## src/rtl/id_ex_issue_if.sv

```systemverilog
// Decode/issue stage bus: upstream instruction/regfile side and downstream ALU issue side.
// The master modport is the environment driving the stage; the slave modport is the stage itself.
interface id_ex_issue_if;
  logic        flush_i;
  logic        in_valid_i;
  logic        in_ready_o;
  logic [31:0] instr_i;
  logic [31:0] pc_i;
  logic [4:0]  rs1_addr_o;
  logic [4:0]  rs2_addr_o;
  logic [31:0] rs1_data_i;
  logic [31:0] rs2_data_i;
  logic        out_valid_o;
  logic        out_ready_i;
  logic [31:0] op1_o;
  logic [31:0] op2_o;
  logic [2:0]  alu_op_o;
  logic [4:0]  shamt_o;
  logic        shdir_o;
  logic        sbtr_o;
  logic [4:0]  rd_o;
  logic        rd_we_o;
  logic        illegal_o;

  modport slave (
    input  flush_i, in_valid_i, instr_i, pc_i, rs1_data_i, rs2_data_i, out_ready_i,
    output in_ready_o, rs1_addr_o, rs2_addr_o, out_valid_o, op1_o, op2_o, alu_op_o,
           shamt_o, shdir_o, sbtr_o, rd_o, rd_we_o, illegal_o
  );

  modport master (
    output flush_i, in_valid_i, instr_i, pc_i, rs1_data_i, rs2_data_i, out_ready_i,
    input  in_ready_o, rs1_addr_o, rs2_addr_o, out_valid_o, op1_o, op2_o, alu_op_o,
           shamt_o, shdir_o, sbtr_o, rd_o, rd_we_o, illegal_o
  );
endinterface

```

## src/rtl/id_ex_issue.sv

```systemverilog
// RV32I decode/issue stage for OP, OP-IMM, LUI and AUIPC: combinational decode captured into a
// main output register backed by a skid register, so in_ready never depends on out_ready.
module id_ex_issue #(
  parameter bit SUPPRESS_X0 = 1'b1
) (
  input  logic               clk_i,
  input  logic               rst_ni,
  id_ex_issue_if.slave       bus,
  output logic [1:0]         state_o
);

  typedef enum logic [1:0] {EMPTY = 2'd0, FULL = 2'd1, SKID = 2'd2} state_t;

  typedef struct packed {
    logic [31:0] op1;
    logic [31:0] op2;
    logic [2:0]  alu_op;
    logic [4:0]  shamt;
    logic        shdir;
    logic        sbtr;
    logic [4:0]  rd;
    logic        rd_we;
    logic        illegal;
  } entry_t;

  entry_t     dec, m_q, s_q;
  state_t     state_q;
  logic       out_valid_q, in_ready_q, accept, legal, is_shift;
  logic [6:0] opcode, funct7;
  logic [2:0] funct3;

  assign opcode   = bus.instr_i[6:0];
  assign funct3   = bus.instr_i[14:12];
  assign funct7   = bus.instr_i[31:25];
  assign is_shift = (funct3 == 3'b001) || (funct3 == 3'b101);

  assign bus.rs1_addr_o = bus.instr_i[19:15];
  assign bus.rs2_addr_o = bus.instr_i[24:20];

  always_comb begin
    dec   = '0;
    legal = 1'b0;
    case (opcode)
      7'b0110011: begin
        legal = (funct7 == 7'b0000000) ||
                ((funct7 == 7'b0100000) && ((funct3 == 3'b000) || (funct3 == 3'b101)));
        dec.op1    = bus.rs1_data_i;
        dec.op2    = bus.rs2_data_i;
        dec.alu_op = funct3;
        dec.shamt  = is_shift ? bus.rs2_data_i[4:0] : 5'd0;
        dec.sbtr   = (funct3 == 3'b000) & bus.instr_i[30];
        dec.shdir  = (funct3 == 3'b101) & bus.instr_i[30];
      end
      7'b0010011: begin
        if (funct3 == 3'b001)      legal = (funct7 == 7'b0000000);
        else if (funct3 == 3'b101) legal = (funct7 == 7'b0000000) || (funct7 == 7'b0100000);
        else                       legal = 1'b1;
        dec.op1    = bus.rs1_data_i;
        dec.op2    = {{20{bus.instr_i[31]}}, bus.instr_i[31:20]};
        dec.alu_op = funct3;
        dec.shamt  = is_shift ? bus.instr_i[24:20] : 5'd0;
        dec.shdir  = (funct3 == 3'b101) & bus.instr_i[30];
      end
      7'b0110111: begin
        legal   = 1'b1;
        dec.op2 = {bus.instr_i[31:12], 12'b0};
      end
      7'b0010111: begin
        legal   = 1'b1;
        dec.op1 = bus.pc_i;
        dec.op2 = {bus.instr_i[31:12], 12'b0};
      end
      default: legal = 1'b0;
    endcase
    if (legal) begin
      dec.rd    = bus.instr_i[11:7];
      dec.rd_we = !(SUPPRESS_X0 && (bus.instr_i[11:7] == 5'd0));
    end else begin
      // Undecodable words still travel down the pipe, but carry nothing except the flag.
      dec         = '0;
      dec.illegal = 1'b1;
    end
  end

  // Handshake: a transfer happens on a rising edge where valid and ready are both high;
  // valid never waits for ready, and data is held stable while valid=1 and ready=0.
  assign accept = bus.in_valid_i & in_ready_q;

  always_ff @(posedge clk_i or negedge rst_ni) begin
    if (!rst_ni) begin
      state_q     <= EMPTY;
      m_q         <= '0;
      s_q         <= '0;
      out_valid_q <= 1'b0;
      in_ready_q  <= 1'b1;
    end else if (bus.flush_i) begin
      state_q     <= EMPTY;
      out_valid_q <= 1'b0;
      in_ready_q  <= 1'b1;
    end else begin
      case (state_q)
        EMPTY: begin
          if (accept) begin
            m_q         <= dec;
            state_q     <= FULL;
            out_valid_q <= 1'b1;
          end
        end
        FULL: begin
          if (accept && bus.out_ready_i) begin
            m_q <= dec;
          end else if (accept) begin
            s_q        <= dec;
            state_q    <= SKID;
            in_ready_q <= 1'b0;
          end else if (bus.out_ready_i) begin
            state_q     <= EMPTY;
            out_valid_q <= 1'b0;
          end
        end
        SKID: begin
          if (bus.out_ready_i) begin
            m_q        <= s_q;
            state_q    <= FULL;
            in_ready_q <= 1'b1;
          end
        end
        default: begin
          state_q     <= EMPTY;
          out_valid_q <= 1'b0;
          in_ready_q  <= 1'b1;
        end
      endcase
    end
  end

  assign state_o         = state_q;
  assign bus.in_ready_o  = in_ready_q;
  assign bus.out_valid_o = out_valid_q;
  assign bus.op1_o       = m_q.op1;
  assign bus.op2_o       = m_q.op2;
  assign bus.alu_op_o    = m_q.alu_op;
  assign bus.shamt_o     = m_q.shamt;
  assign bus.shdir_o     = m_q.shdir;
  assign bus.sbtr_o      = m_q.sbtr;
  assign bus.rd_o        = m_q.rd;
  assign bus.rd_we_o     = m_q.rd_we;
  assign bus.illegal_o   = m_q.illegal;

endmodule

```

## src/flat_wrapper.sv

```systemverilog
// flat-port wrapper written by rule: the top's interface ports become plain ports
module id_ex_issue_flat 
#(
  parameter bit SUPPRESS_X0 = 1'b1
)
  (clk_i, rst_ni, state_o, bus_flush_i, bus_in_valid_i, bus_instr_i, bus_pc_i, bus_rs1_data_i, bus_rs2_data_i, bus_out_ready_i, bus_in_ready_o, bus_rs1_addr_o, bus_rs2_addr_o, bus_out_valid_o, bus_op1_o, bus_op2_o, bus_alu_op_o, bus_shamt_o, bus_shdir_o, bus_sbtr_o, bus_rd_o, bus_rd_we_o, bus_illegal_o);
  id_ex_issue_if bus_i ();
  input  logic clk_i;
  input  logic rst_ni;
  output logic [1:0] state_o;
  input wire logic [$bits(bus_i.flush_i)-1:0] bus_flush_i;
  input wire logic [$bits(bus_i.in_valid_i)-1:0] bus_in_valid_i;
  input wire logic [$bits(bus_i.instr_i)-1:0] bus_instr_i;
  input wire logic [$bits(bus_i.pc_i)-1:0] bus_pc_i;
  input wire logic [$bits(bus_i.rs1_data_i)-1:0] bus_rs1_data_i;
  input wire logic [$bits(bus_i.rs2_data_i)-1:0] bus_rs2_data_i;
  input wire logic [$bits(bus_i.out_ready_i)-1:0] bus_out_ready_i;
  output wire logic [$bits(bus_i.in_ready_o)-1:0] bus_in_ready_o;
  output wire logic [$bits(bus_i.rs1_addr_o)-1:0] bus_rs1_addr_o;
  output wire logic [$bits(bus_i.rs2_addr_o)-1:0] bus_rs2_addr_o;
  output wire logic [$bits(bus_i.out_valid_o)-1:0] bus_out_valid_o;
  output wire logic [$bits(bus_i.op1_o)-1:0] bus_op1_o;
  output wire logic [$bits(bus_i.op2_o)-1:0] bus_op2_o;
  output wire logic [$bits(bus_i.alu_op_o)-1:0] bus_alu_op_o;
  output wire logic [$bits(bus_i.shamt_o)-1:0] bus_shamt_o;
  output wire logic [$bits(bus_i.shdir_o)-1:0] bus_shdir_o;
  output wire logic [$bits(bus_i.sbtr_o)-1:0] bus_sbtr_o;
  output wire logic [$bits(bus_i.rd_o)-1:0] bus_rd_o;
  output wire logic [$bits(bus_i.rd_we_o)-1:0] bus_rd_we_o;
  output wire logic [$bits(bus_i.illegal_o)-1:0] bus_illegal_o;
  assign bus_i.flush_i = bus_flush_i;
  assign bus_i.in_valid_i = bus_in_valid_i;
  assign bus_i.instr_i = bus_instr_i;
  assign bus_i.pc_i = bus_pc_i;
  assign bus_i.rs1_data_i = bus_rs1_data_i;
  assign bus_i.rs2_data_i = bus_rs2_data_i;
  assign bus_i.out_ready_i = bus_out_ready_i;
  assign bus_in_ready_o = bus_i.in_ready_o;
  assign bus_rs1_addr_o = bus_i.rs1_addr_o;
  assign bus_rs2_addr_o = bus_i.rs2_addr_o;
  assign bus_out_valid_o = bus_i.out_valid_o;
  assign bus_op1_o = bus_i.op1_o;
  assign bus_op2_o = bus_i.op2_o;
  assign bus_alu_op_o = bus_i.alu_op_o;
  assign bus_shamt_o = bus_i.shamt_o;
  assign bus_shdir_o = bus_i.shdir_o;
  assign bus_sbtr_o = bus_i.sbtr_o;
  assign bus_rd_o = bus_i.rd_o;
  assign bus_rd_we_o = bus_i.rd_we_o;
  assign bus_illegal_o = bus_i.illegal_o;
  id_ex_issue #(.SUPPRESS_X0(SUPPRESS_X0)) u_core (.clk_i(clk_i), .rst_ni(rst_ni), .bus(bus_i), .state_o(state_o));
endmodule
```

## config.mk

```make
export PLATFORM = sky130hd
export DESIGN_NAME = id_ex_issue_flat
export DESIGN_NICKNAME = d
export VERILOG_FILES = /design/src/rtl/id_ex_issue_if.sv /design/src/rtl/id_ex_issue.sv /design/src/flat_wrapper.sv
export SDC_FILE = /design/constraint.sdc
export NUM_CORES = 1
export LEC_CHECK = 0
export CORE_MARGIN = 5
export CORE_UTILIZATION = 48
export DETAILED_ROUTE_END_ITERATION = 12
export PLACE_DENSITY = 0.81
export SETUP_SLACK_MARGIN = 0.2
export SLEW_MARGIN = 20
export SYNTH_ARGS = -nofsm -noshare
export SYNTH_HDL_FRONTEND = slang
export SYNTH_SLANG_ARGS = --single-unit
```

## constraint.sdc

```tcl
create_clock -name clk_i -period 2.5 [get_ports clk_i]
set_input_delay 0.25 -clock clk_i [delete_from_list [all_inputs] [get_ports clk_i]]
set_output_delay 0.25 -clock clk_i [all_outputs]
set_load 0.02 [all_outputs]
```

**Word-level counts from Yosys, hierarchy flattened**

Cells that the tools add are included.

- Word-level logic and storage cells: 100
- Flip-flop bits (word level): 166

- Bitwise logic cells: 5
- Reductions and logical operators: 19
- Muxes and demuxes: 34
- Eq/ne operators: 21

Operators by type and width:

| kind | number |
|---|---|
| two-way mux 81 bit | 3 |
| case mux 81 bit (3 select lines) | 1 |
| case mux 32 bit (3 select lines) | 1 |
| two-way mux 74 bit | 1 |
| case mux 32 bit (2 select lines) | 1 |
| equality test 7 x 6 -> 1 bit, second input constant | 3 |
| case mux 9 bit (2 select lines) | 1 |
| equality test 7 x 5 -> 1 bit, second input constant | 2 |
| two-way mux 1 bit | 13 |
| two-way mux 2 bit | 6 |
| inequality test 3 bit, second input constant | 4 |
| AND reduction 4 bit | 3 |
| two-way mux 5 bit | 2 |
| AND reduction 5 bit | 2 |
| case mux 1 bit (3 select lines) | 3 |
| logical NOT 7 bit | 1 |
| two-way mux 6 bit | 1 |
| inequality test 2 bit, second input constant | 3 |
| inequality test 3 x 2 -> 1 bit, second input constant | 2 |
| case mux 2 bit (3 select lines) | 1 |
| logical NOT 5 bit | 1 |
| logical OR 1 bit | 4 |
| inequality test 2 x 1 -> 1 bit, second input constant | 2 |
| inequality test 4 x 3 -> 1 bit, second input constant | 1 |
| other kinds (12) | 17 |

**Longest topological paths before layout**

- Word-level depth: 8
- Depth in mapped cells: 9
- Depth with buffers taken out: 5

**Least setup slack after synthesis**

No wires, ideal clock.

- Path kind: reg2reg
- Start point: register u_core.state_q[1], in the netlist u_core.state_o[1]
- End point: register u_core.m_q, in the netlist u_core.bus.op1_o[10]
- Data required time: 2,417 ps
- Cell stages (with the launch flop): 10
- Arrival time: 1,916 ps
- Buffers on the path: 4
- Path slack: 502 ps
- Cells stage by stage: dfrtp_1 > nor2b_1 > buf_2 > and3b_1 > buf_2 > nor2_1 > buf_2 > clkbuf_1 > a22oi_1 > o21ai_0

- Longest elaborated chain between the ends: 3
- Elaborated cells between the ends (all ways): 9

RTL lines:

| item | line | text |
|---|---|---|
| from (decl) | id_ex_issue.sv:27 | `state_t state_q;` |
| from (signal assigned) | id_ex_issue.sv:91 | `state_q <= EMPTY;` |
| from (signal assigned) | id_ex_issue.sv:97 | `state_q <= EMPTY;` |
| from (signal assigned) | id_ex_issue.sv:105 | `state_q <= FULL;` |
| equality test 2 x 1 -> 1 bit, or another cell as far along | id_ex_issue.sv:101 | `case (state_q)` |
| inequality test 2 x 1 -> 1 bit (no source line), or another cell as far along | n/a |  |
| AND reduction 5 bit (no source line) | n/a |  |
| to (signal assigned) | id_ex_issue.sv:123 | `m_q <= s_q;` |
| to (decl) | id_ex_issue.sv:26 | `entry_t dec, m_q, s_q;` |

Parallel ways exist; a longest one is shown, timed or not.
A chain may end at the register's enable or synchronous reset.

**Worst setup path after layout**

- Start point: register u_core.state_q[1], in the netlist u_core.state_o[1]
- End point: register u_core.m_q, in the netlist u_core.bus.op2_o[3]

Same word-level chain as after synthesis.

==> metrics.cfg <==
[status]
status=completed

[clocking]
numCtsBuffers=17
ctsResizeCount=0
cts.path.max_buffers=2
clkTransAtPathRegs_ns=0.07
cts_tree=done
htree_levels=4
clkLatencyLatePin_ns=0.43
clock_sinks=166
cts_root_buf=clkbuf_16
cts_setup_buffers=0

[drt]
drtPass1Iterations=5
wirelength_um=24400
postRouteAntennaNets=0
wl_per_cell_um=18.7
drt-vias-per-instance=5.69
drc=0
first_iter_violations=704
num_vias=7436

[synth]
synth_cells=865
yosys_most_used_dff=dfrtp_1
synth-seq-cells=166
synth_most_common_cell=dfrtp_1
yosys_warnings=0
syn_nets=998
synth_top_cell_by_area=dfrtp_1
syn-cell-area_mm2=0.00784
synth_top_cell_area_share_pct=52.7
ys_seq_area_share_pct=53.0
yosys-top-cells-area=dfrtp_1, o21ai_0, nand2_1
async_flop_share_pct=100
avgSynthCellArea_um2=9.06
synth_cell_types=43
synthTopCellsByCount=dfrtp_1, nand2_1, o21ai_0
synth_edf_count=0

[timing]
max_freq_mhz=456
fin_crit_sh_pct=87.7
fin_tns_setup_ns=0
tightest_slew_ns=1.07
finalSetupViolCount=0
slew_headroom_pct=28.4
finalWorstSetupSlack_ns=0.307
rsz0062_at_grt=false
maxSlewViolCount=0
layout_min_cycle_time_ns=2.19
hold_violations=0
final.setup_skew_ns=0.00682

[worst_setup_path]
cp.arrival_ns=2.53
cp-start-kind=flop
critPathMaxFanout=21
path_class=reg2reg
endpoint_kind=flop
required_ns=2.84

[grt]
antenna_found_initial=0
grt_max_degree=78
grt_pass1_vias=7299
grt_overflow=0
grt_pass1_wl_um=38100
grtUsageTotal_pct=25.7

[die]
ios=228
num_rows=46
die_y_um=138
dieArea_mm2=0.0190
initial_core_util_pct=49.1
core_area_mm2=0.0159
die_w_um=138

[cells_and_area]
nets=1211
syn2layout_area_growth_pct=42.1
post_route_cells_drive_above_1_share_pct=8.34
multi_input_area_mm2=0.00321
antenna_cells=0
fillers=1231
regArea_mm2=0.00416

[place]
pre_cts_slack_ns=-0.130
dp_hpwl_um=16500
io_buffers=227
gp_congestion=0.855

[power_and_ir_drop]
peakVddDrop_uv=576
p_leak_nw=4.73
total_power_w=0.00696
p_per_area_mw_per_mm2=625

[hold_path]
hp-class=in2async

[flow_run]
maxCapViolCount=0

-- cell usage in the layout, fill, tap and decap left out, types with 7 or more instances in the layout --
cell type / synthesis / final
o31ai_1: 22 / 21
inv_1: 40 / 40
clkdlybuf4s50_1: 0 / 225
clkbuf_16: 0 / 17
a22oi_1: 48 / 48
nand2_1: 146 / 145
buf_4: 11 / 36
o211ai_1: 16 / 16
mux2i_1: 12 / 12
o21ai_0: 112 / 112
buf_12: 0 / 9
dfrtp_1: 165 / 165
a2bb2oi_1: 20 / 20
o21ai_1: 7 / 7
o22ai_1: 14 / 14
and3_1: 10 / 10
a21oi_1: 72 / 72
nor2_1: 53 / 52
-- cell type report --
cell class | count | share of cell area, %
Clock inverter | 13 | 1.54
Multi-Input combinational cell | 580 | 28.9
Timing Repair Buffer | 273 | 24.5
Clock buffer | 19 | 3.98
Inverter | 40 | 1.35
Tap cell | 216 | 2.43
Sequential cell | 166 | 37.3
-- layer usage --
metal	GRT usage, %	part of all wire, %
met1	34.2	41
met2	41.2	49
met3	5.30	7.3
met4	10.2	2.7
met5	0	0
-- per-stage QoR --
step / instances / hold slack (ns) / util, % / cell area [µm²]
final: 1307 / 0.383 / 69.8 / 11100
after floorplan: 865 / -0.0456 / - / 7840
after global placement: 1273 / 0.271 / 65.9 / 10500
after detailed placement: 1273 / 0.267 / 65.9 / 10500
after CTS: 1307 / 0.356 / 69.8 / 11100
after global routing: 1307 / 0.382 / 69.8 / 11100
-- cells by family (layout without fill, tap and decap cells) --
kind of cell | Yosys count | count (layout) | synth area share (%)
AOI/OAI and AO/OA | 326 | 326 | 25.5
and+or+nand+nor | 240 | 241 | 13.3
DFF | 166 | 166 | 53.0
buffers and inverters | 120 | 345 | 6.50
muxes | 13 | 13 | 1.68
-- what timing repair did --
item,4_1_cts,5_1_grt
endpoints found under the setup margin,30,1
cloned,1,0
hold buffers,1,0
endpoints found under the hold margin,58,0
pin swaps,1,1
-- registers in the layout (all words and copies together), names as in the netlist --
register,flops
u_core.bus.rd_o,5
u_core.bus.in_ready_o,1
u_core.bus.op1_o,32
u_core.bus.illegal_o,1
u_core.bus.rd_we_o,1
u_core.bus.sbtr_o,1
u_core.s_q,81
u_core.bus.out_valid_o,1
u_core.bus.shdir_o,1
u_core.bus.shamt_o,5
u_core.state_o,2
u_core.bus.alu_op_o,3
u_core.bus.op2_o,32
-- final timing paths --
path | startpoint | endpoint | slack (ns) | cells past startpoint
max in group asynchronous | rst_ni | u_core.bus.in_ready_o | 1.30 | 3
min in group clk_i | bus_instr_i[5] | u_core.bus.sbtr_o | 0.38 | 4
worst min register to register | u_core.s_q[13] | u_core.s_q[13] | 0.47 | 2
worst min-delay path | rst_ni | u_core.bus.op1_o[18] | 0.38 | 2
worst max register to register | u_core.state_o[1] | u_core.bus.op2_o[3] | 0.31 | 5
worst max-delay path | u_core.state_o[1] | u_core.bus.op2_o[3] | 0.31 | 5
-- report_power, final --
| part | internal (W) | switching, W |
|---|---|---|
| Sequential | 0.00290 | 0.000125 |
| Clock | 0.00161 | 0.00111 |
| Combinational | 0.000602 | 0.000617 |
| Total | 0.00511 | 0.00185 |
-- worst max-delay path, cell delays in order, from the launching register on --
cell,delay (ns)
dfrtp_1,0.46
nor2b_2,0.19
and3b_2,0.26
nor2_2,0.84
a21oi_1,0.16
o22ai_1,0.19
Note: power is estimated with default switching activity, not from simulation.
